<file path="src/rtl/dmem_arbiter.sv">
// Shares the single DataMemory port between the MEM-stage CPU access and an aux (DMA/debug) requester.
// Optional misalignment trap enabled by defining DMEM_ARB_ERR_EN.
module dmem_arbiter #(
  parameter int ADDR_W       = 32,
  parameter int DATA_W       = 32,
  parameter int MEM_LAT      = 1,
  parameter int AUX_MAX_WAIT = 4
) (
  input  logic              i_Clock,
  input  logic              i_Reset,
  input  logic              i_Cpu_Req,
  input  logic              i_Cpu_Write,
  input  logic [1:0]        i_Cpu_Width,
  input  logic [ADDR_W-1:0] i_Cpu_Addr,
  input  logic [DATA_W-1:0] i_Cpu_WData,
  output logic              o_Cpu_Stall,
  output logic [DATA_W-1:0] o_Cpu_RData,
  output logic              o_Cpu_Err,
  input  logic              i_Aux_Req,
  input  logic              i_Aux_Write,
  input  logic [1:0]        i_Aux_Width,
  input  logic [ADDR_W-1:0] i_Aux_Addr,
  input  logic [DATA_W-1:0] i_Aux_WData,
  output logic              o_Aux_Done,
  output logic [DATA_W-1:0] o_Aux_RData,
  output logic              o_Aux_Err,
  output logic              o_Mem_R_Enable,
  output logic              o_Mem_W_Enable,
  output logic [1:0]        o_Mem_R_Width,
  output logic [1:0]        o_Mem_W_Width,
  output logic [ADDR_W-1:0] o_Mem_Addr,
  output logic [DATA_W-1:0] o_Mem_WData,
  input  logic [DATA_W-1:0] i_Mem_RData
);

  typedef enum logic [1:0] {S_IDLE, S_ISSUE, S_WAIT, S_DONE} state_t;

  localparam int   CNT_W   = (MEM_LAT > 1) ? $clog2(MEM_LAT) : 1;
  localparam int   AW_W    = $clog2(AUX_MAX_WAIT + 1);
  localparam logic OWN_AUX = 1'b1;

  state_t            r_state;
  logic              r_owner;
  logic [CNT_W-1:0]  r_wait_cnt;
  logic [AW_W-1:0]   r_aux_wait;
  logic              r_cpu_done;
  logic              r_aux_done;
  logic [DATA_W-1:0] r_cpu_rdata;
  logic [DATA_W-1:0] r_aux_rdata;
  logic              r_cpu_err;
  logic              r_aux_err;
  logic              r_mem_ren;
  logic              r_mem_wen;
  logic [1:0]        r_mem_rwidth;
  logic [1:0]        r_mem_wwidth;
  logic [ADDR_W-1:0] r_mem_addr;
  logic [DATA_W-1:0] r_mem_wdata;

  logic              w_any_req;
  logic              w_aux_win;
  logic              w_sel_write;
  logic [1:0]        w_sel_width;
  logic [ADDR_W-1:0] w_sel_addr;
  logic [DATA_W-1:0] w_sel_wdata;
  logic              w_misaligned;

  // CPU wins ties unless aux has lost AUX_MAX_WAIT arbitrations in a row.
  assign w_any_req   = i_Cpu_Req | i_Aux_Req;
  assign w_aux_win   = i_Aux_Req & (~i_Cpu_Req | (r_aux_wait == AW_W'(AUX_MAX_WAIT)));
  assign w_sel_write = w_aux_win ? i_Aux_Write : i_Cpu_Write;
  assign w_sel_width = w_aux_win ? i_Aux_Width : i_Cpu_Width;
  assign w_sel_addr  = w_aux_win ? i_Aux_Addr  : i_Cpu_Addr;
  assign w_sel_wdata = w_aux_win ? i_Aux_WData : i_Cpu_WData;

`ifdef DMEM_ARB_ERR_EN
  assign w_misaligned = ((w_sel_width == 2'b00) & (w_sel_addr[1:0] != 2'b00)) |
                        ((w_sel_width == 2'b01) & w_sel_addr[0]);
`else
  assign w_misaligned = 1'b0;
`endif

  always_ff @(posedge i_Clock) begin
    if (!i_Reset) begin
      r_state      <= S_IDLE;
      r_owner      <= 1'b0;
      r_wait_cnt   <= '0;
      r_aux_wait   <= '0;
      r_cpu_done   <= 1'b0;
      r_aux_done   <= 1'b0;
      r_cpu_rdata  <= '0;
      r_aux_rdata  <= '0;
      r_cpu_err    <= 1'b0;
      r_aux_err    <= 1'b0;
      r_mem_ren    <= 1'b0;
      r_mem_wen    <= 1'b0;
      r_mem_rwidth <= 2'b00;
      r_mem_wwidth <= 2'b00;
      r_mem_addr   <= '0;
      r_mem_wdata  <= '0;
    end else begin
      case (r_state)
        S_IDLE: begin
          if (w_any_req) begin
            r_owner <= w_aux_win;
            if (w_aux_win)
              r_aux_wait <= '0;
            else if (i_Aux_Req && (r_aux_wait != AW_W'(AUX_MAX_WAIT)))
              r_aux_wait <= r_aux_wait + AW_W'(1);
            if (w_misaligned) begin
              // Trapped access: straight to DONE, memory never strobed.
              r_state    <= S_DONE;
              r_cpu_done <= ~w_aux_win;
              r_aux_done <= w_aux_win;
              r_cpu_err  <= ~w_aux_win;
              r_aux_err  <= w_aux_win;
            end else begin
              r_state      <= S_ISSUE;
              r_mem_ren    <= ~w_sel_write;
              r_mem_wen    <= w_sel_write;
              r_mem_rwidth <= w_sel_write ? 2'b00 : w_sel_width;
              r_mem_wwidth <= w_sel_write ? w_sel_width : 2'b00;
              r_mem_addr   <= w_sel_addr;
              r_mem_wdata  <= w_sel_write ? w_sel_wdata : '0;
            end
          end
        end
        S_ISSUE: begin
          r_mem_ren    <= 1'b0;
          r_mem_wen    <= 1'b0;
          r_mem_rwidth <= 2'b00;
          r_mem_wwidth <= 2'b00;
          r_mem_addr   <= '0;
          r_mem_wdata  <= '0;
          if (r_mem_wen) begin
            r_state    <= S_DONE;
            r_cpu_done <= (r_owner != OWN_AUX);
            r_aux_done <= (r_owner == OWN_AUX);
          end else begin
            r_state    <= S_WAIT;
            r_wait_cnt <= CNT_W'(MEM_LAT - 1);
          end
        end
        S_WAIT: begin
          if (r_wait_cnt == '0) begin
            r_state     <= S_DONE;
            r_cpu_done  <= (r_owner != OWN_AUX);
            r_aux_done  <= (r_owner == OWN_AUX);
            r_cpu_rdata <= (r_owner == OWN_AUX) ? '0 : i_Mem_RData;
            r_aux_rdata <= (r_owner == OWN_AUX) ? i_Mem_RData : '0;
          end else begin
            r_wait_cnt <= r_wait_cnt - CNT_W'(1);
          end
        end
        S_DONE: begin
          r_state     <= S_IDLE;
          r_cpu_done  <= 1'b0;
          r_aux_done  <= 1'b0;
          r_cpu_rdata <= '0;
          r_aux_rdata <= '0;
          r_cpu_err   <= 1'b0;
          r_aux_err   <= 1'b0;
        end
        default: r_state <= S_IDLE;
      endcase
    end
  end

  // Stall is combinational so the MEM stage freezes in the same cycle it raises a request.
  assign o_Cpu_Stall    = i_Cpu_Req & ~r_cpu_done;
  assign o_Cpu_RData    = r_cpu_rdata;
  assign o_Cpu_Err      = r_cpu_err;
  assign o_Aux_Done     = r_aux_done;
  assign o_Aux_RData    = r_aux_rdata;
  assign o_Aux_Err      = r_aux_err;
  assign o_Mem_R_Enable = r_mem_ren;
  assign o_Mem_W_Enable = r_mem_wen;
  assign o_Mem_R_Width  = r_mem_rwidth;
  assign o_Mem_W_Width  = r_mem_wwidth;
  assign o_Mem_Addr     = r_mem_addr;
  assign o_Mem_WData    = r_mem_wdata;

endmodule

</file>
<file path="config.mk">
export PLATFORM = sky130hd
export DESIGN_NAME = dmem_arbiter
export DESIGN_NICKNAME = d
export VERILOG_FILES = /design/src/rtl/dmem_arbiter.sv
export SDC_FILE = /design/constraint.sdc
export NUM_CORES = 1
export LEC_CHECK = 0
export BUFFER_PORTS_ARGS = -buffer_cell sky130_fd_sc_hd__clkbuf_2
export CAP_MARGIN = 20
export CORE_UTILIZATION = 35
export CTS_CLUSTER_DIAMETER = 100
export CTS_CLUSTER_SIZE = 16
export DETAILED_ROUTE_END_ITERATION = 8
export PLACE_DENSITY_LB_ADDON = 0.25
export SYNTH_ARGS = -nofsm -noshare
export SYNTH_HDL_FRONTEND = slang
export SYNTH_SLANG_ARGS = --single-unit
export TNS_END_PERCENT = 20
</file>
<file path="constraint.sdc">
create_clock -name i_Clock -period 2 [get_ports i_Clock]
set_input_delay 0.3 -clock i_Clock [delete_from_list [all_inputs] [get_ports i_Clock]]
set_output_delay 0.3 -clock i_Clock [all_outputs]
set_load 0.02 [all_outputs]
</file>
==> impl_metrics.env, run 1 <==
export IMPL_ys_seq_elements=142
export IMPL_cellPowerDensity_nw_per_um2=1220
export IMPL_start_util_pct=35.6
export IMPL_yosysTopAreaCellShare_pct=50.4
export IMPL_path_max_fanout=39
export IMPL_drt_total_wl_um=15800
export IMPL_synth_edff_count=0
export IMPL_synth_area_um2=5640
export IMPL_track_usage_pct=18.4
export IMPL_hold_class="primary input to flip-flop"
export IMPL_synth_cells=563
export IMPL_slew_violations=0
export IMPL_seqCellArea_um2=2840
export IMPL_h_tree_depth=4
export IMPL_cp_data_arrival_time_ns=2.23
export IMPL_fin_util_pct=50.3
export IMPL_cts_tree="built"
export IMPL_synth_top_family_by_area="compound AO/OA/AOI/OAI gates"
export IMPL_switchingPower_mw=3.50
export IMPL_power_leakage_nw=3.76
export IMPL_max_slew_margin_pct=63.9
export IMPL_grt_use_met2_pct=29.9
export IMPL_fin_crit_ns=1.87
export IMPL_seq_area_frac_synth_pct=50.4
export IMPL_clkSlewWorstSetupHoldPaths_ns=0.06
export IMPL_fmax_mhz=535
export IMPL_synthSimpleGateAreaFrac_pct=16.7
export IMPL_synth_compound_area_share_pct=20.4
export IMPL_tns_ns=0
export IMPL_post_place_ws_ns=0.119
export IMPL_synth_top_area_cell="dfxtp_1"
export IMPL_required_ns=2.36
export IMPL_switching_share_pct=35.9
export IMPL_synth_async_reset_ratio_pct=0
export IMPL_drc=0
export IMPL_yosys_warnings=0
export IMPL_status="complete, no violations"
export IMPL_grt_pass1_wl_um=23700
export IMPL_port_buffers=305
export IMPL_place_gp_congestion=0.761
export IMPL_startpoint_type="flip-flop"
export IMPL_multi_input_area_um2=2540
export IMPL_syn_area_per_cell_um2=10.0
export IMPL_ant_nets=0
export IMPL_setup_violations=0
export IMPL_die_area_um2=16600
export IMPL_p_clk_share_pct=30.3
export IMPL_viasPerCell=4.74
export IMPL_syn_to_final_growth_pct=41.3
export IMPL_grtUsageMet3_pct=7.61
export IMPL_wl_per_cell_um=14.6
export IMPL_fp_dieW_um=129
export IMPL_worst_pin_slew_ns=0.542
export IMPL_synth_area_top_cells="dfxtp_1 50%, a22oi_1 8.5%, nor2b_1 7.7%"
export IMPL_fp_dieH_um=129
export IMPL_crit_type="flip-flop to flip-flop"
export IMPL_finalHoldViolations=0
export IMPL_busiest_layer="met2"
export IMPL_finalNonFillerCells=1087
export IMPL_peakVddDrop_mv=0.769
export IMPL_dp_cells=1055
export IMPL_dpl_hpwl_um=11400
export IMPL_drv_cap=0
export IMPL_combPwrFrac_pct=32.7
export IMPL_nets=1034
export IMPL_drt_iter0_drc=183
export IMPL_synth_ff_type="dfxtp_1"
export IMPL_grt_start_max_net_pins=70
export IMPL_numCtsBuffers=17
export IMPL_core_area_um2=15800
export IMPL_ys_types=35
export IMPL_layout_setup_ws_ns=0.132
export IMPL_p_int_mw=6.25
export IMPL_holdBufCountCts=0
export IMPL_synthXorXnorAreaFrac_pct=0
export IMPL_period_share_pct=93.4
export IMPL_antenna_found_initial=0
export IMPL_nFillCells=1555
export IMPL_muxShareOfSynthArea_pct=6.04
export IMPL_p_seq_share_pct=37.0
export IMPL_post_cts_buffers=0
export IMPL_firstDrtPassIters=4
export IMPL_clock_path_buffers=2
export IMPL_gr_total_overflow=0
export IMPL_cts_sinks=142
export IMPL_vias=5150
export IMPL_antenna_cells=0
export IMPL_io_pins=308
export IMPL_synthAdderAreaFrac_pct=1.33
export IMPL_clkLatencyLatePin_ns=0.42
export IMPL_skew_ns=0.00810
export IMPL_grt_use_met1_pct=21.7
export IMPL_cts_root_buf="clkbuf_16"
export IMPL_grt_setup_unrepaired="false"
export IMPL_end_kind="flip-flop"
export IMPL_drive_gt1_share_pct=41.4
export IMPL_num_rows=46
export IMPL_grt_pass1_vias=4721
routing by layer:
layer	wire length, um	up-vias
li1	-	2589
met1	6710	2357
met2	7480	188
met3	1430	16
met4	215	0
met5	0	-
cells in the mapped netlist, drive strengths merged, types with 2 or more instances:
cell type	n
a21boi	5
a21oi	7
a221o	32
a22oi	64
and2	33
and3	2
buf	20
clkbuf	25
dfxtp	142
ha	6
inv	8
mux2i	34
nand2	51
nor2	8
nor2b	69
o21ai	42
o22ai	2
through the flow:
| stage | hold slack, ns | instance area, um^2 | total power, mW |
|---|---|---|---|
| after floorplan | 0.438 | 5640 | 5.61 |
| after global placement | 0.434 | 7410 | 6.87 |
| after detailed placement | 0.442 | 7410 | 6.88 |
| after CTS | 0.0786 | 7960 | 9.89 |
| after global routing | 0.0807 | 7970 | 10.3 |
| final | 0.100 | 7970 | 9.75 |
logic make-up after synthesis:
group                    Yosys count
multiplexers                      34
other                              1
adder cells (fa/ha/maj)            6
AND/OR/NAND/NOR                  172
buffers and inverters             53
flip-flops                       142
AO/OA/AOI/OAI                    155
worst paths after layout:
path | start | end | slack (ns) | depth (start not counted)
worst min register to register | o_Mem_Addr[28] | o_Mem_Addr[28] | 0.45 | 2
worst min-delay path | i_Aux_WData[9] | o_Mem_WData[9] | 0.10 | 2
worst max register to register | r_state[0] | o_Mem_WData[28] | 0.13 | 6
worst max-delay path | r_state[0] | o_Mem_WData[28] | 0.13 | 6
what timing repair did:
action,CTS,global route
gates resized for setup,0,1
endpoints found under the hold margin,0,0
setup endpoints to repair,0,21
critical path: stages (launching register included):
cell,delay (ns)
dfxtp_1,0.34
inv_1,0.12
ha_2,0.25
or3b_1,0.44
a21boi_4,0.22
buf_12,0.23
a221o_1,0.18
cell type report:
cell class                 instances  share of cell area, %
timing repair buffer             320                   21.7
multi-input combinational        369                   32.0
clock buffer                      19                   5.44
sequential                       142                   35.7
tap                              216                   3.39
clock inverter                    13                   1.48
inverter                           8                  0.377
state kept, by name, summed over array words and instances, names as in the netlist:
name            flops
o_Aux_RData        32
o_Mem_Addr         32
o_Mem_WData        32
r_aux_wait          3
o_Mem_W_Width       2
r_owner             1
r_state             2
r_cpu_done          1
o_Mem_R_Width       2
o_Cpu_RData        32
o_Mem_W_Enable      1
o_Aux_Done          1
o_Mem_R_Enable      1
power by group through the flow:
stage,clock network (mW),registers (mW),logic (mW)
floorplan,0,4.21,1.40
global placement,0,3.66,3.21
CTS,3.05,3.61,3.22
detailed placement,0,3.67,3.22
global route,3.18,3.68,3.47
finish,2.95,3.61,3.19
placed cells by master (no fill, tap or decap), types with 2 or more instances in the layout:
master	n
clkbuf_1	2
clkbuf_2	305
a21boi_0	4
clkinvlp_4	5
inv_1	8
and2_1	32
nor2b_1	69
nand2_1	50
buf_4	8
ha_1	5
nor2_1	7
conb_1	2
dfxtp_1	142
inv_6	2
a22oi_1	64
clkinv_2	3
clkbuf_16	17
a21oi_1	7
mux2i_1	34
clkinv_4	2
buf_12	7
o21ai_0	41
a221o_1	32
o22ai_1	2
No activity file was read; power rests on OpenSTA's default activity.
==> run 2, diff against run 1 <==
--- a/config.mk
+++ b/config.mk
@@ -5,6 +5,7 @@
 export SDC_FILE = /design/constraint.sdc
 export NUM_CORES = 1
 export LEC_CHECK = 0
+export ABC_AREA = 1
 export BUFFER_PORTS_ARGS = -buffer_cell sky130_fd_sc_hd__clkbuf_2
 export CAP_MARGIN = 20
 export CORE_UTILIZATION = 35
@@ -15,4 +16,3 @@
 export SYNTH_ARGS = -nofsm -noshare
 export SYNTH_HDL_FRONTEND = slang
 export SYNTH_SLANG_ARGS = --single-unit
-export TNS_END_PERCENT = 20
==> run 2 against run 1 <==
  * Critical path depth is 4 higher
  * Final area up 7.5%
  * Highest routed layer unchanged
  * First-iteration DRC count up 55%
  * Sequential share of layout area shrank 2.5 points
  * Sequential cell count unchanged
  * Synthesized cell count increased by 51%
  * Clock skew up 0.0011 ns
  * Global-route usage increased by 2.3 points
  * Synthesized area is 10% higher
  * Setup slack better by 0.12 ns
  * Non-clock buffer count rose by 10
  * Count of clock-buffer cells in the layout increased by 4
==> impl_metrics.env, run 2 <==
export IMPL_synth_most_common_cell="nand2_1"
export IMPL_drt_total_wl_um=19000
export IMPL_r2r_worst_path_cells=10
export IMPL_holdBufCountCts=0
export IMPL_period_share_pct=87.5
export IMPL_cpPeakStageDelay_ns=0.37
export IMPL_r2r_slack_ns=0.25
export IMPL_startpoint_type="flip-flop"
export IMPL_setup_violations=0
export IMPL_r2r_end="o_Mem_WData[29]"
export IMPL_grt_pass1_vias=5857
export IMPL_wl_per_cell_um=13.9
export IMPL_cts_sinks=142
export IMPL_cts_root_buf="clkbuf_16"
export IMPL_nets=1302
export IMPL_grt_setup_unrepaired="false"
export IMPL_clkLatencyLatePin_ns=0.41
export IMPL_cellPowerDensity_nw_per_um2=1310
export IMPL_die_area_um2=18300
export IMPL_start_util_pct=35.9
export IMPL_ys_types=22
export IMPL_r2r_start="r_aux_wait[0]"
export IMPL_yosys_warnings=0
export IMPL_status="complete, no violations"
export IMPL_skew_ns=0.00920
export IMPL_fp_dieW_um=135
export IMPL_cp_data_arrival_time_ns=2.10
export IMPL_ys_seq_elements=142
export IMPL_synth_edff_count=0
export IMPL_power_leakage_nw=4.02
export IMPL_fmax_mhz=571
export IMPL_antenna_found_initial=1
export IMPL_cp_num_buf_inv=2
export IMPL_ant_nets=0
export IMPL_drc=0
export IMPL_clock_path_buffers=2
export IMPL_yosysTopAreaCellShare_pct=45.8
export IMPL_num_rows=48
export IMPL_path_max_fanout=70
export IMPL_synth_async_reset_ratio_pct=0
export IMPL_firstDrtPassIters=6
export IMPL_critPathTopFamily="simple AND/OR/NAND/NOR gates"
export IMPL_final_cell_mix="305 x clkbuf_2, 247 x nand2_1, 142 x dfxtp_1, 140 x a21oi_1, 137 x nand3_1"
export IMPL_drive_gt1_share_pct=32.6
export IMPL_path_cells="inv_1, ha_1, nand2_1, nand2_1, nand2_4, buf_12, nand2_1, nand2_1, nand3_1, a21oi_1"
export IMPL_critPathSlowestCell="dfxtp_1"
export IMPL_synth_area_top_cells="dfxtp_1 46%, nand2_1 15%, a21oi_1 11%"
export IMPL_syn_to_final_growth_pct=37.9
export IMPL_h_tree_depth=4
export IMPL_hold_class="primary input to flip-flop"
export IMPL_tns_ns=0
export IMPL_port_buffers=305
export IMPL_fp_dieH_um=135
export IMPL_synth_area_um2=6210
export IMPL_crit_type="flip-flop to flip-flop"
export IMPL_clkSlewWorstSetupHoldPaths_ns=0.06
export IMPL_hp_start="i_Mem_RData[23]"
export IMPL_dpl_hpwl_um=13300
export IMPL_end_kind="flip-flop"
export IMPL_fin_crit_ns=1.75
export IMPL_gr_total_overflow=0
export IMPL_netlist_top_cells_count="248 x nand2_1, 142 x dfxtp_1, 140 x a21oi_1, 137 x nand3_1, 48 x inv_1"
export IMPL_slew_violations=0
export IMPL_grt_start_max_net_pins=71
export IMPL_io_pins=308
export IMPL_hold_path_depth=3
export IMPL_drv_cap=0
export IMPL_cts_tree="built"
export IMPL_nFillCells=1837
export IMPL_fin_total_pwr_mw=11.2
export IMPL_peakVddDrop_mv=0.594
export IMPL_required_ns=2.35
export IMPL_drt_iter0_drc=284
export IMPL_syn_area_per_cell_um2=7.32
export IMPL_synth_cells=848
export IMPL_max_slew_margin_pct=66.1
export IMPL_crit_top_cell="nand2_1"
export IMPL_numCtsBuffers=17
export IMPL_synth_ff_type="dfxtp_1"
export IMPL_seq_area_frac_synth_pct=45.8
export IMPL_layout_commonest_cell="clkbuf_2"
export IMPL_holdPathEnd="o_Aux_RData[23]"
export IMPL_place_gp_congestion=0.873
export IMPL_vias=6576
export IMPL_grt_pass1_wl_um=29600
export IMPL_core_area_um2=17300
export IMPL_worst_pin_slew_ns=0.508
export IMPL_synth_top_area_cell="dfxtp_1"
export IMPL_finalHoldViolations=0
export IMPL_track_usage_pct=20.6
export IMPL_viasPerCell=4.82
-- run 2: changes by cell type after synthesis, moves of 37 or more --
cell and change:
nand3_1 +136, a22oi_1 -64, nand2_1 +197, a21oi_1 +133
inv_1 +40, o21ai_0 -37, nor2b_1 -69
-- run 2: power by group --
group | internal [mW] | leakage, nW | switching (mW) | total [mW]
Clock | 2.07 | 0.294 | 1.21 | 3.28
Combinational | 1.52 | 2.57 | 2.77 | 4.29
Sequential | 3.35 | 1.15 | 0.277 | 3.62
Total | 6.93 | 4.02 | 4.26 | 11.2
-- run 2: layout make-up --
class	instances	area (um^2)	area share (%)
sequential	142	2840	33.2
antenna	1	2.50	0.0292
clock inverter	9	133	1.55
timing repair buffer	330	1840	21.5
inverter	49	186	2.18
tap	225	282	3.29
multi-input combinational	586	2800	32.6
clock buffer	23	478	5.58
-- run 2: routing by layer --
metal	part of all wire (%)	track usage [%]	vias up
met4	2.7	8.86	0
met3	6.9	6.47	34
li1	-	-	3373
met5	0	0	-
met2	47	33.0	230
met1	44	25.4	2939
-- run 2: stage by stage --
step                hold slack, ns  utilization, %  instances  cell area, um^2  setup WS, ns
floorplan                    0.423               -        849             6210         0.524
global placement             0.435            45.7       1328             7900         0.156
detailed placement           0.437            45.7       1328             7900         0.105
CTS                          0.117            49.2       1360             8510        0.0795
global route                 0.124            49.5       1365             8560        0.0492
finish                       0.139            49.5       1365             8560         0.250
-- run 2: worst register-to-register path: stages (launching register included) --
cell and delay (ns):
dfxtp_1 0.37, inv_1 0.06, ha_1 0.18, nand2_1 0.06, nand2_1 0.10, nand2_4 0.20, buf_12 0.28, nand2_1 0.13
nand2_1 0.10, nand3_1 0.08, a21oi_1 0.12
-- run 2: repair_timing --
item,in CTS,in global routing
setup buffers,0,4
endpoints found under the setup margin,0,37
resized for setup,0,2
-- run 2: worst max path at each step --
stage | start | to | slack (ns) | cells after the start
after floorplan | r_state[0] | o_Mem_W_Enable | 0.52 | 6
after global placement | r_state[0] | o_Mem_Addr[8] | 0.16 | 6
after detailed placement | r_state[0] | o_Mem_Addr[9] | 0.11 | 6
after CTS | r_state[0] | o_Mem_Addr[9] | 0.08 | 6
after global routing | r_aux_wait[0] | o_Mem_WData[29] | 0.05 | 10
final | r_aux_wait[0] | o_Mem_WData[29] | 0.25 | 10
-- run 2: cell families after synthesis --
group | synth area share [%]
compound gates | 16.2
fa+ha+maj | 1.21
buf+inv | 9.73
flops | 45.8
other cells | 0.0604
simple gates | 27.0
